File: config.mk
export PLATFORM = sky130hd
export DESIGN_NAME = data_mem_controller
export DESIGN_NICKNAME = d
export VERILOG_FILES = /design/src/rtl/data_mem_controller_pkg.sv /design/src/rtl/data_mem_controller_align_check.sv /design/src/rtl/data_mem_controller.sv
export SDC_FILE = /design/constraint.sdc
export NUM_CORES = 1
export LEC_CHECK = 0
export CORE_UTILIZATION = 43
export DETAILED_ROUTE_END_ITERATION = 7
export PLACE_DENSITY = 0.8
export SYNTH_ARGS = -nofsm -noshare
export SYNTH_HDL_FRONTEND = slang
export SYNTH_SLANG_ARGS = --single-unit
File: constraint.sdc
create_clock -name Clock -period 4.4 [get_ports Clock]
set_input_delay 0.88 -clock Clock [delete_from_list [all_inputs] [get_ports Clock]]
set_output_delay 0.88 -clock Clock [all_outputs]
set_load 0.05 [all_outputs]
File: src/rtl/data_mem_controller_pkg.sv
// Shared definitions for the MEM-stage data memory controller:
// FSM state encoding, fault codes, RV32 load/store funct3 values and a
// natural-alignment helper.
package mem_ctrl_pkg;

    typedef enum logic [1:0] {
        ST_IDLE   = 2'd0,
        ST_ACCESS = 2'd1,
        ST_DONE   = 2'd2
    } state_e;

    localparam logic [1:0] FC_NONE     = 2'd0;
    localparam logic [1:0] FC_MISALIGN = 2'd1;
    localparam logic [1:0] FC_CONFLICT = 2'd2;
    localparam logic [1:0] FC_TIMEOUT  = 2'd3;

    localparam logic [2:0] F3_B  = 3'b000;
    localparam logic [2:0] F3_H  = 3'b001;
    localparam logic [2:0] F3_W  = 3'b010;
    localparam logic [2:0] F3_BU = 3'b100;
    localparam logic [2:0] F3_HU = 3'b101;

    // Access size comes from funct3[1:0]: halfwords need bit 0 clear,
    // words need both low address bits clear, bytes are always aligned.
    function automatic logic access_misaligned(input logic [2:0] f3,
                                               input logic [1:0] addr_lo);
        case (f3[1:0])
            2'b01:   return addr_lo[0];
            2'b10:   return (addr_lo != 2'b00);
            default: return 1'b0;
        endcase
    endfunction

endpackage

File: src/rtl/data_mem_controller_align_check.sv
// Combinational legality check for one load/store request: flags a
// simultaneous read+write request, funct3 values that are not a valid
// load/store, and addresses not naturally aligned to the access size.
module mem_align_check
    import mem_ctrl_pkg::*;
(
    input  logic [1:0] addr_lo_i,
    input  logic [2:0] func3_i,
    input  logic       rd_en_i,
    input  logic       wr_en_i,
    output logic       legal_o,
    output logic [1:0] code_o
);

    // Classify the request; conflict takes precedence over alignment.
    always_comb begin
        code_o  = FC_NONE;
        legal_o = 1'b1;
        if (rd_en_i && wr_en_i) begin
            code_o = FC_CONFLICT;
        end else if (rd_en_i) begin
            case (func3_i)
                F3_B, F3_H, F3_W, F3_BU, F3_HU: begin
                    if (access_misaligned(func3_i, addr_lo_i)) code_o = FC_MISALIGN;
                end
                default: code_o = FC_MISALIGN;
            endcase
        end else if (wr_en_i) begin
            case (func3_i)
                F3_B, F3_H, F3_W: begin
                    if (access_misaligned(func3_i, addr_lo_i)) code_o = FC_MISALIGN;
                end
                default: code_o = FC_MISALIGN;
            endcase
        end
        legal_o = (code_o == FC_NONE);
    end

endmodule

File: src/rtl/data_mem_controller.sv
// MEM-stage load/store initiator. Takes one request from EX/MEM, holds the
// memory request stable until busywait completes (or a timeout aborts it),
// stalls the pipeline meanwhile and returns load data with a valid pulse.
// Illegal requests never reach memory; they produce a one-cycle Fault.
// TIMEOUT_CYCLES must be >= 2 and representable in CNT_W bits.
module data_mem_controller
    import mem_ctrl_pkg::*;
#(
    parameter int TIMEOUT_CYCLES = 255,
    parameter int CNT_W          = 8
) (
    input  logic        Clock,
    input  logic        Reset,
    input  logic        Mem_Read_En,
    input  logic        Mem_Write_En,
    input  logic [31:0] Addr,
    input  logic [31:0] Store_data,
    input  logic [2:0]  Func3_in,
    output logic        Stall,
    output logic [31:0] Load_data,
    output logic        Load_valid,
    output logic        Fault,
    output logic [1:0]  Fault_code,
    output logic        Read,
    output logic        Write,
    output logic [31:0] Address,
    output logic [31:0] Write_data,
    output logic [2:0]  Func3,
    input  logic [31:0] Read_data,
    input  logic        busywait
);

    // Abort on the cycle whose increment would bring the count to
    // TIMEOUT_CYCLES, so ACCESS lasts at most TIMEOUT_CYCLES cycles.
    localparam logic [CNT_W-1:0] CNT_LAST = CNT_W'(TIMEOUT_CYCLES - 1);
    localparam logic [CNT_W-1:0] CNT_MAX  = CNT_W'(TIMEOUT_CYCLES);

    state_e            state_q, state_d;
    logic [CNT_W-1:0]  cnt_q, cnt_d;
    logic              read_q, read_d;
    logic              write_q, write_d;
    logic              lv_q, lv_d;
    logic              fault_q, fault_d;
    logic [1:0]        fc_q, fc_d;
    logic [31:0]       ld_q, ld_d;
    logic [31:0]       addr_q, addr_d;
    logic [31:0]       wd_q, wd_d;
    logic [2:0]        f3_q, f3_d;

    logic              req;
    logic              legal;
    logic [1:0]        chk_code;
    logic              stall;

    assign req = Mem_Read_En | Mem_Write_En;

    mem_align_check u_align_check (
        .addr_lo_i (Addr[1:0]),
        .func3_i   (Func3_in),
        .rd_en_i   (Mem_Read_En),
        .wr_en_i   (Mem_Write_En),
        .legal_o   (legal),
        .code_o    (chk_code)
    );

    // Next-state and output decode; registers hold unless a state acts.
    always_comb begin
        state_d = state_q;
        cnt_d   = cnt_q;
        read_d  = read_q;
        write_d = write_q;
        lv_d    = 1'b0;
        fault_d = 1'b0;
        fc_d    = fc_q;
        ld_d    = ld_q;
        addr_d  = addr_q;
        wd_d    = wd_q;
        f3_d    = f3_q;
        stall   = 1'b0;

        case (state_q)
            ST_IDLE: begin
                stall = req;
                if (req) begin
                    if (legal) begin
                        addr_d  = Addr;
                        wd_d    = Store_data;
                        f3_d    = Func3_in;
                        read_d  = Mem_Read_En;
                        write_d = Mem_Write_En;
                        cnt_d   = '0;
                        state_d = ST_ACCESS;
                    end else begin
                        fault_d = 1'b1;
                        fc_d    = chk_code;
                        state_d = ST_DONE;
                    end
                end
            end

            ST_ACCESS: begin
                stall = 1'b1;
                cnt_d = (cnt_q == CNT_MAX) ? cnt_q : cnt_q + 1'b1;
                // busywait may still be low in the first ACCESS cycle, so a
                // completion is only trusted once the counter has moved.
                if (!busywait && (cnt_q != '0)) begin
                    if (read_q) begin
                        ld_d = Read_data;
                        lv_d = 1'b1;
                    end
                    read_d  = 1'b0;
                    write_d = 1'b0;
                    state_d = ST_DONE;
                end else if (busywait && (cnt_q >= CNT_LAST)) begin
                    read_d  = 1'b0;
                    write_d = 1'b0;
                    fault_d = 1'b1;
                    fc_d    = FC_TIMEOUT;
                    state_d = ST_DONE;
                end
            end

            ST_DONE: begin
                state_d = ST_IDLE;
            end

            default: begin
                state_d = ST_IDLE;
                read_d  = 1'b0;
                write_d = 1'b0;
            end
        endcase
    end

    // State and datapath registers; reset drops the memory request at once.
    always_ff @(posedge Clock or posedge Reset) begin
        if (Reset) begin
            state_q <= ST_IDLE;
            cnt_q   <= '0;
            read_q  <= 1'b0;
            write_q <= 1'b0;
            lv_q    <= 1'b0;
            fault_q <= 1'b0;
            fc_q    <= FC_NONE;
            ld_q    <= '0;
            addr_q  <= '0;
            wd_q    <= '0;
            f3_q    <= '0;
        end else begin
            state_q <= state_d;
            cnt_q   <= cnt_d;
            read_q  <= read_d;
            write_q <= write_d;
            lv_q    <= lv_d;
            fault_q <= fault_d;
            fc_q    <= fc_d;
            ld_q    <= ld_d;
            addr_q  <= addr_d;
            wd_q    <= wd_d;
            f3_q    <= f3_d;
        end
    end

    assign Stall      = stall;
    assign Load_data  = ld_q;
    assign Load_valid = lv_q;
    assign Fault      = fault_q;
    assign Fault_code = fc_q;
    assign Read       = read_q;
    assign Write      = write_q;
    assign Address    = addr_q;
    assign Write_data = wd_q;
    assign Func3      = f3_q;

endmodule

Word level (Yosys, flattened, before mapping)
Index checks and enable logic that the tools add are counted.
{ "totals": {"in_bits": 104, "romBits": 0, "mem_bits_rw": 0, "memories": 0, "latchBits": 0, "regBits": 115} }
{ "op_classes": {"multipliers": 0, "addsub": 1, "muxes": 46, "n_reduce_logical": 18, "div": 0, "bitwise_logic": 2, "magnitude_cmp": 1, "eq_ne": 16, "shifts": 0} }
{ "op_table": {"columns": ["cell", "count"], "rows": [
  ["$mux 1", 24],
  ["$mux 8", 3],
  ["$mux 2", 11],
  ["$pmux 8 s2", 1],
  ["$ne 2x2->1 const B", 6],
  ["$add 8x1->8 const B", 1],
  ["$eq 8x8->1 const B", 1],
  ["$ge 8x8->1 const B", 1],
  ["$pmux 2 s2", 2],
  ["$reduce_and 4->1", 2],
  ["$reduce_bool 8->1", 1],
  ["$eq 3x3->1 const B", 2],
  ["$pmux 1 s2", 3],
  ["$pmux 1 s3", 2],
  ["$reduce_and 3->1", 2],
  ["$reduce_and 5->1", 1],
  ["$reduce_or 5->1", 1],
  ["$eq 2x1->1 const B", 2],
  ["$eq 2x2->1 const B", 2],
  ["$logic_not 2->1", 2],
  ["$reduce_bool 2->1", 2],
  ["$eq 3x1->1 const B", 1],
  ["$eq 3x2->1 const B", 1],
  ["$logic_and 1x1->1", 3],
  ["7 further kinds", 7]
]} }

Logic depth before layout (Yosys ltp)
Gate-level depths: netlist of the first run.
{ "logic_depth": {"word_depth": 15, "mapped_depth": 8} }

By module
Synthesis of the first run repeated with hierarchy kept, for this count alone.
{ "unflattened": {"cells_unflattened": 469, "area_unflattened_um2": 4774.6} }
{ "modules_own_cells": {"columns": ["module", "area_each_um2", "cells_each", "seq_area_each_um2", "instances"], "rows": [
  ["data_mem_controller", 4652.0, 452, 2877.8, 1],
  ["mem_align_check", 122.6, 17, 0.0, 1]
]} }

Least setup slack after synthesis of the first run
No wires, ideal clock.
{ "synth_timing": {"path_type": "in2out", "start": "input port Mem_Write_En", "end": "output port Stall", "t_arrival_ns": 1.699, "path_buffers": 1, "slack_ns": 1.821, "cell_stages": 3, "required_time_ns": 3.520, "cell_sequence": "buf_4 nor3_1 nor2_1"} }
{ "synth_via": {"elab_chain_cells": 2} }
{ "synth_lines": {"columns": ["item", "line", "source"], "rows": [
  ["from (decl)", "data_mem_controller.sv:15", "input logic Mem_Write_En,"],
  ["$or 1x1->1", "data_mem_controller.sv:55", "assign req = Mem_Read_En | Mem_Write_En;"],
  ["$pmux 1 s2", "data_mem_controller.sv:81", "case (state_q)"],
  ["to (decl)", "data_mem_controller.sv:19", "output logic Stall,"]
]} }
No other way between the ends.

Worst setup path in the final report of the first run
{ "layout_timing": {"start": "input port Mem_Read_En", "end": "output port Stall"} }
{ "layout_via": {"elab_chain_cells": 2} }
{ "layout_lines": {"columns": ["item", "line", "source"], "rows": [
  ["from (decl)", "data_mem_controller.sv:14", "input logic Mem_Read_En,"],
  ["$or 1x1->1", "data_mem_controller.sv:55", null],
  ["$pmux 1 s2", "data_mem_controller.sv:81", null]
]} }
No other way between the ends.

==> results.sh, run 1 <==
export IMPL_outcome="completed"
export IMPL_path_class="primary input to primary output"
export IMPL_nets=655
export IMPL_arrival_ns=2.57
export IMPL_grt_pass1_wl_mm=19.7
export IMPL_synth_edf_count=0
export IMPL_rsz0062_at_grt="false"
export IMPL_vias=3506
export IMPL_grt_max_degree=85
export IMPL_core_um2=11400
export IMPL_synth_area_um2=5060
export IMPL_seqPwrFrac_pct=26.8
export IMPL_port_buffers=209
export IMPL_synth_nets=436
export IMPL_first_pass_iters=4
export IMPL_diodes=0
export IMPL_reg2regPathDepth=3
export IMPL_r2r_end="Load_data[3]"
export IMPL_grt_use_total_pct=21.0
export IMPL_num_io_pins=210
export IMPL_drive_above_1_share_pct=25.4
export IMPL_first_global_vias=3716
export IMPL_crit_top_cell="clkdlybuf4s50_1"
export IMPL_rows=39
export IMPL_vias_per_cell=5.00
export IMPL_cts_htree_levels=4
export IMPL_postLayoutCellArea_um2=7920
export IMPL_hold_path_depth=1
export IMPL_skew_ns=0.00606
export IMPL_post_drt_wl_per_cell_um=17.5
export IMPL_yosysTopAreaCellShare_pct=56.9
export IMPL_relSlewSlack_pct=31.2
export IMPL_finalCritPeriodShare_pct=78.5
export IMPL_p_comb_share_pct=51.8
export IMPL_holdPathEnd="Address[1]"
export IMPL_min_from="Address[1]"
export IMPL_numCtsBuffers=17
export IMPL_antenna_found_initial=0
export IMPL_slowest_delay_ns=0.83
export IMPL_syn_area_per_cell_um2=15.5
export IMPL_drtIter0Drc=225
export IMPL_finalHoldViolCount=0
export IMPL_ys_types=47
export IMPL_cp_start_kind="primary input"
export IMPL_min_path_type="flip-flop to flip-flop"
export IMPL_gp_congestion=0.818
export IMPL_initial_core_util_pct=44.3
export IMPL_drt_wl_total_mm=12.3
export IMPL_yosysWarnings=0
export IMPL_cts_hold_buf=0
export IMPL_path_cells="clkdlybuf4s50_1, nor3_1, nor2_1, clkdlybuf4s50_1"
export IMPL_cts_resized=0
export IMPL_drv_cap=0
export IMPL_p_sw_w=0.00294
export IMPL_synth_most_common_cell="dfrtp_1"
export IMPL_clk_pin_slew_ns=0.05
export IMPL_crit_path_end_kind="primary output"
export IMPL_cts_tree="built"
export IMPL_cts_root_buf="clkbuf_16"
export IMPL_synth_ff_type="dfrtp_1"
export IMPL_period_needed_ns=3.45
export IMPL_post_place_ws_ns=0.958
export IMPL_clk_insertion_delay_late_ns=0.41
export IMPL_ant_nets=0
export IMPL_fin_ws_ns=0.947
export IMPL_setup_viol=0
export IMPL_switching_share_pct=42.5
export IMPL_gr_total_overflow=0
export IMPL_slew_violations=0
export IMPL_die_area_um2=12200
export IMPL_die_w_um=110
export IMPL_post_route_drc_count=0
export IMPL_cts_path_max_buffers=2
export IMPL_path_max_fanout=9
export IMPL_slowest_stage="clkdlybuf4s50_1"
export IMPL_max_freq_mhz=290
export IMPL_ir_drop_v=0.000578
export IMPL_synthArstFlopShare_pct=100
export IMPL_clkPwrFrac_pct=21.4
export IMPL_synth_top_area_cell="dfrtp_1"
export IMPL_cts_sinks=115
export IMPL_leakage_nw=3.39
export IMPL_path_buf_inv=2
export IMPL_powerDensity_nw_per_um2=874
export IMPL_post_cts_buffers=0
export IMPL_reg2reg_slack_ns=1.83
export IMPL_synth_area_top_cells="dfrtp_1 57%, mux2_4 20%, mux2_2 6.5%"
export IMPL_fin_tns_setup_ns=0
export IMPL_synth_top_cells_by_count="115 x dfrtp_1, 67 x mux2_4, 29 x mux2_2"
export IMPL_ys_seq_area_share_pct=56.9
export IMPL_hpwlAfterDp_mm=8.81
export IMPL_synth_cells=326
export IMPL_rr_startpoint="state_q[0]"
export IMPL_syn_to_final_growth_pct=56.5
export IMPL_path_delay_family="buffers and inverters"
export IMPL_dieHeight_um=110
export IMPL_internal_power_w=0.00397
export IMPL_cp_required_ns=3.52
export IMPL_worst_slew_pin_slew_ns=1.03
export IMPL_placed_cell_area_um2=7280
export IMPL_ys_ff_latch=115
[how the worst max path moves through the flow]
stage	from	endpoint	cells after the start
floorplan	Reset	Address[0]	1
global placement	Mem_Read_En	Stall	4
detailed placement	Func3_in[0]	Address[30]	8
CTS	Mem_Read_En	Stall	4
global route	Mem_Read_En	Stall	4
finish	Mem_Read_En	Stall	4
[logic make-up after synthesis]
group	synth area share [%]
AOI/OAI and AO/OA	4.48
xor gates and xnor gates	0.520
adders and majority gates	1.48
buffers and inverters	3.36
DFF	56.9
muxes	27.4
and+or+nand+nor	5.86
[layer usage]
metal | wire [µm] | GRT usage (%) | part of all wire [%]
met1 | 5020 | 24.4 | 41
met2 | 6120 | 35.1 | 50
met3 | 887 | 6.75 | 7.2
met4 | 252 | 9.96 | 2.1
met5 | 0 | 0 | 0
[flip-flops by register name (all words and copies together), names as in the netlist]
register,count
Load_data,32
Read,1
Write_data,32
Address,32
Func3,3
Load_valid,1
cnt_q,8
Fault,1
Fault_code,2
state_q,2
Write,1
[power groups by stage]
stage               clock network, W  logic (W)  registers [W]
floorplan                          0   0.000854        0.00339
global placement                   0    0.00355        0.00184
detailed placement                 0    0.00359        0.00186
CTS                          0.00151    0.00361        0.00186
global route                 0.00155    0.00371        0.00192
finish                       0.00148    0.00358        0.00185
[final cells by class]
cell class	count	area [µm²]
Clock buffer	24	492
Multi-Input combinational cell	188	2010
Tap cell	143	179
Inverter	8	32.5
Clock inverter	8	148
Fill cell	804	3500
Sequential cell	115	2880
Timing Repair Buffer	215	2170
[worst register-to-register path, delay by kind of cell, from the launching register on]
kind / cells / cell delay, ns
simple gates: 2 / 1.52
flops: 1 / 0.50
mux: 1 / 0.44
[per-stage QoR]
step                utilization [%]  cells  power, W  hold slack [ns]
finish                         69.3    701   0.00691            0.495
global route                   69.3    701   0.00718            0.513
CTS                            69.3    701   0.00697            0.506
detailed placement             63.7    669   0.00545            0.489
global placement               63.7    669   0.00539            0.482
floorplan                         -    326   0.00424            0.517
[cell usage in the layout (no fill, tap or decap), types with 2 or more instances in the layout]
master,count
buf_12,3
a21oi_1,4
o31ai_2,2
clkbuf_16,17
nand4_1,3
or3_1,5
a31oi_1,2
xnor2_1,2
ha_1,6
inv_1,7
mux2_2,29
nor3_1,4
clkdlybuf4s50_1,209
clkbuf_1,3
nand2_1,8
dfrtp_1,115
o211ai_1,3
buf_4,3
nor2_1,5
o22ai_1,2
mux2_4,67
and2_1,2
o21ai_0,4
nand2b_1,2
clkinvlp_4,3
nor4_1,2
mux2_1,3
bufinv_16,4
nand3_1,7
mux2i_1,2
o31a_1,2
nor2b_1,3
clkbuf_8,4
No activity file was read; power rests on OpenSTA's default activity.
==> inputs of run 2 (changes only) <==
==> constraint.sdc (replaced) <==
create_clock -name Clock -period 3.21 [get_ports Clock]
set_input_delay 0.642 -clock Clock [delete_from_list [all_inputs] [get_ports Clock]]
set_output_delay 0.642 -clock Clock [all_outputs]
set_load 0.05 [all_outputs]
==> results.sh, run 2 (synthesized netlist as in run 1, its figures left out) <==
export IMPL_powerDensity_nw_per_um2=1200
export IMPL_drt_wl_total_mm=12.4
export IMPL_post_drt_wl_per_cell_um=17.8
export IMPL_drv_cap=0
export IMPL_initial_core_util_pct=44.3
export IMPL_post_route_drc_count=0
export IMPL_cts_sinks=115
export IMPL_first_global_vias=3780
export IMPL_path_max_fanout=66
export IMPL_outcome="completed"
export IMPL_hpwlAfterDp_mm=8.66
export IMPL_finalHoldViolCount=0
export IMPL_seqCellArea_um2=2880
export IMPL_cp_required_ns=3.50
export IMPL_post_place_ws_ns=0.188
export IMPL_gp_congestion=0.762
export IMPL_dieHeight_um=110
export IMPL_relSlewSlack_pct=59.2
export IMPL_slew_violations=0
export IMPL_gr_total_overflow=0
export IMPL_slowest_delay_ns=0.51
export IMPL_clk_pin_slew_ns=0.05
export IMPL_slowest_stage="clkdlybuf4s50_1"
export IMPL_grt_max_degree=116
export IMPL_leakage_nw=3.39
export IMPL_clk_insertion_delay_late_ns=0.41
export IMPL_placed_cell_area_um2=7260
export IMPL_cp_start_kind="primary input"
export IMPL_worst_slew_pin_slew_ns=0.609
export IMPL_grt_use_total_pct=21.6
export IMPL_path_cells="clkdlybuf4s50_1, inv_1, ha_1, o211ai_2, nand2_1, nor3_4, buf_12, mux2_2"
export IMPL_antenna_found_initial=0
export IMPL_num_io_pins=210
export IMPL_core_um2=11400
export IMPL_cts_resized=0
export IMPL_layout_cells_non_filler=699
export IMPL_ant_nets=0
export IMPL_numCtsBuffers=17
export IMPL_setup_viol=0
export IMPL_period_needed_ns=2.67
export IMPL_cts_hold_buf=0
export IMPL_syn_to_final_growth_pct=56.1
export IMPL_finalCritPeriodShare_pct=83.0
export IMPL_fill_cells=787
export IMPL_first_pass_iters=4
export IMPL_final_core_util_pct=69.2
export IMPL_skew_ns=0.00440
export IMPL_die_w_um=110
export IMPL_drtIter0Drc=225
export IMPL_cts_htree_levels=4
export IMPL_post_cts_buffers=0
export IMPL_path_class="primary input to flip-flop"
export IMPL_layout_cells_most_common_list="208 x clkdlybuf4s50_1, 115 x dfrtp_1, 67 x mux2_4"
export IMPL_postLayoutCellArea_um2=7900
export IMPL_cts_root_buf="clkbuf_16"
export IMPL_vias=3472
export IMPL_crit_path_end_kind="flip-flop"
export IMPL_port_buffers=209
export IMPL_die_area_um2=12200
export IMPL_cts_path_max_buffers=2
export IMPL_fin_ws_ns=0.545
export IMPL_final_common_cell="clkdlybuf4s50_1"
export IMPL_multi_input_area_um2=2010
export IMPL_dp_cells=667
export IMPL_diodes=0
export IMPL_drive_above_1_share_pct=25.7
export IMPL_max_freq_mhz=375
export IMPL_rows=39
export IMPL_cts_tree="built"
export IMPL_min_path_type="flip-flop to flip-flop"
export IMPL_nets=653
export IMPL_ir_drop_v=0.000832
export IMPL_fin_tns_setup_ns=0
export IMPL_vias_per_cell=4.97
export IMPL_arrival_ns=2.96
export IMPL_grt_pass1_wl_mm=20.4
export IMPL_rsz0062_at_grt="false"
-- run 2: critical path: cells and delay by family --
kind / cells / cell delay, ns
buf+inv: 3 / 0.96
simple gates: 2 / 0.43
fa+ha+maj: 1 / 0.34
compound gates: 1 / 0.11
mux: 1 / 0.39
-- run 2: metrics by stage --
stage | total power (W) | hold WS (ns)
final | 0.00947 | 0.494
after floorplan | 0.00581 | 0.517
after global placement | 0.00738 | 0.481
after global routing | 0.00986 | 0.512
after detailed placement | 0.00748 | 0.485
after CTS | 0.00955 | 0.502
-- run 2: metal layers --
| layer | vias to the layer above | routed length [µm] | track usage (%) |
|---|---|---|---|
| li1 | 1602 | - | - |
| met1 | 1678 | 5290 | 27.0 |
| met2 | 167 | 5830 | 32.7 |
| met3 | 25 | 990 | 9.33 |
| met4 | 0 | 309 | 9.07 |
| met5 | - | 0 | 0 |
-- run 2: final timing paths --
check | from | end | slack [ns] | cells after the start
max | Func3_in[0] | Address[25] | 0.54 | 8
min | Address[1] | Address[1] | 0.49 | 1
max reg2reg | cnt_q[0] | Load_data[17] | 0.97 | 6
min reg2reg | Address[1] | Address[1] | 0.49 | 1
max in group asynchronous | Reset | Address[23] | 2.00 | 3
min in group asynchronous | Reset | Load_data[9] | 0.80 | 3
-- run 2: power by group --
group,leakage (nW),internal [W],switching (W)
logic,1.64,0.00194,0.00297
registers,1.43,0.00211,0.000429
clock network,0.316,0.00137,0.000636
total,3.39,0.00543,0.00403
-- run 2: area by class of cell --
cell class              instances  share of cell area [%]
flip-flops and latches        115                    36.4
clock inverters                10                    1.93
multi-input cells             188                    25.5
inverters                       8                   0.428
repair buffers                213                    27.3
clock buffers                  22                    6.13
well taps                     143                    2.27
==> inputs of run 3 (changes only) <==
==> constraint.sdc (replaced) <==
create_clock -name Clock -period 2.8 [get_ports Clock]
set_input_delay 0.56 -clock Clock [delete_from_list [all_inputs] [get_ports Clock]]
set_output_delay 0.56 -clock Clock [all_outputs]
set_load 0.05 [all_outputs]
==> results.sh, run 3 (synthesized netlist as in run 1, its figures left out) <==
export IMPL_outcome="completed"
export IMPL_path_class="primary input to flip-flop"
export IMPL_cp_required_ns=3.08
export IMPL_leakage_nw=3.41
export IMPL_drv_cap=0
export IMPL_slew_violations=0
export IMPL_nets=661
export IMPL_cts_htree_levels=4
export IMPL_core_um2=11400
export IMPL_switching_share_pct=43.8
export IMPL_powerDensity_nw_per_um2=1350
export IMPL_vias_per_cell=5.01
export IMPL_dr_wl_met2_mm=5.76
export IMPL_ir_drop_v=0.000886
export IMPL_die_w_um=110
export IMPL_min_path_type="primary input to asynchronous set/reset pin"
export IMPL_cts_root_buf="clkbuf_16"
export IMPL_cts_hold_buf=0
export IMPL_met1_length_mm=5.12
export IMPL_grt_use_total_pct=21.3
export IMPL_vias=3544
export IMPL_placed_cell_area_um2=7370
export IMPL_seqCellArea_um2=2880
export IMPL_cp_start_kind="primary input"
export IMPL_seqPwrFrac_pct=27.1
export IMPL_drt_wl_total_mm=12.1
export IMPL_finalHoldViolCount=0
export IMPL_post_drt_wl_per_cell_um=17.1
export IMPL_die_area_um2=12200
export IMPL_num_io_pins=210
export IMPL_clk_pin_slew_ns=0.06
export IMPL_multi_input_area_um2=2010
export IMPL_cts_tree="built"
export IMPL_dieHeight_um=110
export IMPL_reg2reg_slack_ns=0.75
export IMPL_initial_core_util_pct=44.3
export IMPL_p_comb_share_pct=52.9
export IMPL_wl_met3_um=959
export IMPL_drtIter0Drc=216
export IMPL_hold_ws_ns=0.446
export IMPL_rows=39
export IMPL_routed_top_layer="met4"
export IMPL_antenna_found_initial=0
export IMPL_relSlewSlack_pct=61.7
export IMPL_fill_cells=792
export IMPL_port_buffers=209
export IMPL_layout_cells_most_common_list="208 x clkdlybuf4s50_1, 115 x dfrtp_1, 67 x mux2_4"
export IMPL_cts_sinks=115
export IMPL_first_pass_iters=5
export IMPL_cts_resized=0
export IMPL_postLayoutCellArea_um2=7960
export IMPL_period_needed_ns=2.42
export IMPL_numCtsBuffers=17
export IMPL_hpwlAfterDp_mm=8.75
export IMPL_final_common_cell="clkdlybuf4s50_1"
export IMPL_reg2regPathDepth=6
export IMPL_finalCritPeriodShare_pct=86.3
export IMPL_syn_to_final_growth_pct=57.4
export IMPL_rr_startpoint="cnt_q[0]"
export IMPL_post_cts_buffers=0
export IMPL_gp_congestion=0.876
export IMPL_crit_path_end_kind="flip-flop"
export IMPL_clkPwrFrac_pct=20.0
export IMPL_internal_power_w=0.00604
export IMPL_path_max_fanout=17
export IMPL_p_sw_w=0.00471
export IMPL_fin_tns_setup_ns=0
export IMPL_arrival_ns=2.70
export IMPL_skew_ns=0.00865
export IMPL_diodes=0
export IMPL_grt_pass1_wl_mm=20.5
export IMPL_cts_path_max_buffers=2
export IMPL_first_global_vias=3874
export IMPL_drive_above_1_share_pct=27.0
export IMPL_ant_nets=0
export IMPL_rsz0062_at_grt="false"
export IMPL_max_freq_mhz=414
export IMPL_r2r_end="Load_data[4]"
export IMPL_clk_insertion_delay_late_ns=0.41
export IMPL_setup_viol=0
export IMPL_gr_total_overflow=0
export IMPL_worst_slew_pin_slew_ns=0.572
export IMPL_post_route_drc_count=0
export IMPL_grt_max_degree=65
==> run 3: cell types whose count changed in the layout (fill, tap and decap cells not counted), sizes merged <==
cell,previous run,this run
buf,5,13
clkbuf,22,18
inv,7,11
clkinvlp,2,5
bufinv,4,2
clkinv,5,4
==> run 3: worst max-delay path, stage by stage <==
cell	delay [ns]
clkdlybuf4s50_1	0.51
inv_1	0.07
ha_1	0.32
o211ai_2	0.10
nand2_1	0.17
nor3_4	0.25
buf_12	0.19
buf_12	0.18
mux2_2	0.35
==> run 3: final cells by class <==
class,count,area share (%)
tap,143,2.25
clock buffer,18,5.52
clock inverter,14,1.92
timing repair buffer,221,28.5
sequential,115,36.1
inverter,8,0.424
multi-input combinational,188,25.3
==> run 3: power groups by stage <==
stage	combinational, W	clock (W)	sequential, W
final	0.00569	0.00215	0.00292
after global routing	0.00590	0.00228	0.00302
after CTS	0.00573	0.00220	0.00292
after detailed placement	0.00570	0	0.00293
after global placement	0.00563	0	0.00290
after floorplan	0.00134	0	0.00532
==> run 3: routing by layer <==
metal	track usage, %	vias up
li1	-	1624
met1	26.7	1733
met2	33.2	168
met3	7.74	19
met4	9.16	0
met5	0	-
==> run 3: worst max path at each step <==
| stage | from | end | slack (ns) | depth (start not counted) |
|---|---|---|---|---|
| after detailed placement | Func3_in[0] | Address[27] | -0.03 | 9 |
| after floorplan | Func3_in[0] | Address[2] | 0.71 | 8 |
| final | Func3_in[0] | Address[27] | 0.38 | 9 |
| after CTS | Func3_in[0] | Address[27] | 0.39 | 9 |
| after global routing | Func3_in[0] | Address[27] | 0.28 | 9 |
| after global placement | Func3_in[0] | Address[21] | 0.02 | 9 |
==> run 3: through the flow <==
stage | util [%] | total power (W) | cells | setup WS, ns
floorplan | - | 0.00667 | 326 | 0.706
global placement | 64.5 | 0.00853 | 675 | 0.0228
detailed placement | 64.5 | 0.00863 | 675 | -0.0276
CTS | 69.7 | 0.0108 | 707 | 0.392
global route | 69.7 | 0.0112 | 707 | 0.278
finish | 69.7 | 0.0108 | 707 | 0.384
==> RTL change: new RTL, config.mk and constraints of run 2 <==
Change the parameter `TIMEOUT_CYCLES` from 255 to 127.
--- a/src/rtl/data_mem_controller.sv
+++ b/src/rtl/data_mem_controller.sv
@@ -6,7 +6,7 @@
 module data_mem_controller
     import mem_ctrl_pkg::*;
 #(
-    parameter int TIMEOUT_CYCLES = 255,
+    parameter int TIMEOUT_CYCLES = 127,
     parameter int CNT_W          = 8
 ) (
     input  logic        Clock,
Check against the original RTL: same outputs for any inputs over 4 cycles, from zero or initial values and one cycle with Reset high; that may be too few to reach the edited logic, so the function may still have changed.
==> RTL change against run 2 <==
- synthesized cell count fell by 2.1%
- design area fell by 3.7%
- clock power fell by 16%
- worst setup slack improved by 0.039 ns
- non-clock buffer count fell by 1
- sequential cell count did not move
- total power fell by 9.9%
- routed wire length fell by 8.1%
- area after synthesis fell by 3.9%
- largest power group unchanged
- highest routed layer unchanged
==> RTL change: results (changes against run 2) <==
status:
  outcome: "complete, no violations"
cells_and_area:
  fillCellCount: 784  # -0.38%
  diodes: 0  # unchanged
  layout-drive-gt1-share_pct: 24.4  # -1.3 points
  fin_nets: 645  # -1.2%
power:
  powerSeq_uw: 2430  # -4%
  p_sw_share_pct: 43.3  # +0.69 points
  powerClk_uw: 1690  # -16%
  leakagePower_uw: 0.00331  # -2.4%
  power.switching_uw: 3690  # -8.4%
  ir_worst_vdd_uv: 703  # -16%
route:
  detail_route.vias_per_cell: 5.00  # +0.60%
  drtPass1Iterations: 4  # unchanged
  drt_iter0_drc: 123  # -45%
  vias: 3418  # -1.6%
  wl_um: 11400  # -8.1%
place:
  placedCellCount: 656  # -1.6%
  port_buffers: 209  # unchanged
  placed_cell_area_um2: 7070  # -2.6%
  place_worst_setup_slack_ns: 0.210  # +0.0221 ns
  gp_congestion: 0.815  # +7.0%
  dp_hpwl_um: 8060  # -6.9%
logic_synthesis:
  synth_cells: 319  # -2.1%
  synthTopCellsByCount: "dfrtp_1, mux2_2, mux2_4"
  ys_seq_area_share_pct: 59.2  # +2.3 points
  syn_nets: 429  # -1.6%
  synth_cell_types: 47  # unchanged
  async_flop_share_pct: 100  # unchanged
  yosysWarnings: 0  # unchanged
  synth_area_leaders: "dfrtp_1, mux2_2, mux2_4"
clock_tree:
  insertion_delay_ns: 0.40
  cts_setup_buffers: 0  # unchanged
  numCtsBuffers: 17  # unchanged
  cts_resized: 0  # unchanged
  clock-root-buffer: "clkbuf_16"
  path_clk_slew_ns: 0.05  # about the same
  cts_max_level: 4  # unchanged
  cts_buffer_depth: 2  # unchanged
timing:
  finalMaxSlewViolations: 0  # unchanged
  worst_pin_slew_ns: 0.629  # +0.0204 ns
  fin_skew_ns: 0.0131  # +0.00873 ns
critical_path:
  critical-path-slowest-cell: "a2111o_1"
  worstPathArrival_ns: 2.89  # -0.07 ns
  cp_top_family: "buffers and inverters"
  cp_slowest_stage_delay_ns: 0.47  # -0.04 ns
  worstPathMaxFanout: 67  # +1.5%
global_route:
  grt_max_degree: 116  # unchanged
  antenna_found_initial: 0  # unchanged
  grt_pass1_wl_um: 17600  # -14%
  grt_util_all_layers_pct: 20.0  # -1.6 points
  grt_pass1_vias: 3511  # -7.1%
worst_hold_path:
  min_path_type: "reg2reg"
RTL change: cell types whose count changed after synthesis, moves of 3 or more:
cell / before / now
mux2_4: 67 / 29
mux2_2: 29 / 64
a32o_1: 0 / 3
or3_1: 5 / 0
mux2_1: 3 / 6
a21o_1: 0 / 5
clkbuf_1: 0 / 4
buf_6: 10 / 6
RTL change: worst paths after layout:
kind	endpoint	depth (start not counted)	slack [ns]	startpoint
min	Write_data[26]$_DFFE_PP0P_	1	0.49	Write_data[26]$_DFFE_PP0P_
max	Write_data[10]$_DFFE_PP0P_	8	0.58	Func3_in[0]
max reg2reg	Load_data[11]$_DFFE_PP0P_	7	0.95	cnt_q[0]$_DFFE_PP0P_
min in group asynchronous	Address[10]$_DFFE_PP0P_	3	0.74	Reset
max in group asynchronous	Load_data[6]$_DFFE_PP0P_	3	1.96	Reset
min reg2reg	Write_data[26]$_DFFE_PP0P_	1	0.49	Write_data[26]$_DFFE_PP0P_
RTL change: per-layer routing:
metal,wire (um),track usage (%)
met1,4530,23.1
met2,5820,33.8
met3,882,6.75
met4,179,8.20
met5,0,0
RTL change: area by class of cell:
cell class	instances	area, um2	share of cell area, %
clock buffers	22	474	6.24
clock inverters	6	57.6	0.757
inverters	8	33.8	0.444
multi-input cells	181	1850	24.3
flip-flops and latches	115	2880	37.8
well taps	140	175	2.30
repair buffers	212	2140	28.1
RTL change: logic make-up (layout without fill, tap and decap cells):
logic type	count (synthesis)	count (layout)	share of synthesized area, %
xor+xnor	1	1	0.180
flops	115	115	59.2
compound gates	31	31	4.99
simple gates	42	42	5.61
fa+ha+maj	6	6	1.54
buf+inv	23	248	2.88
mux	101	101	25.6
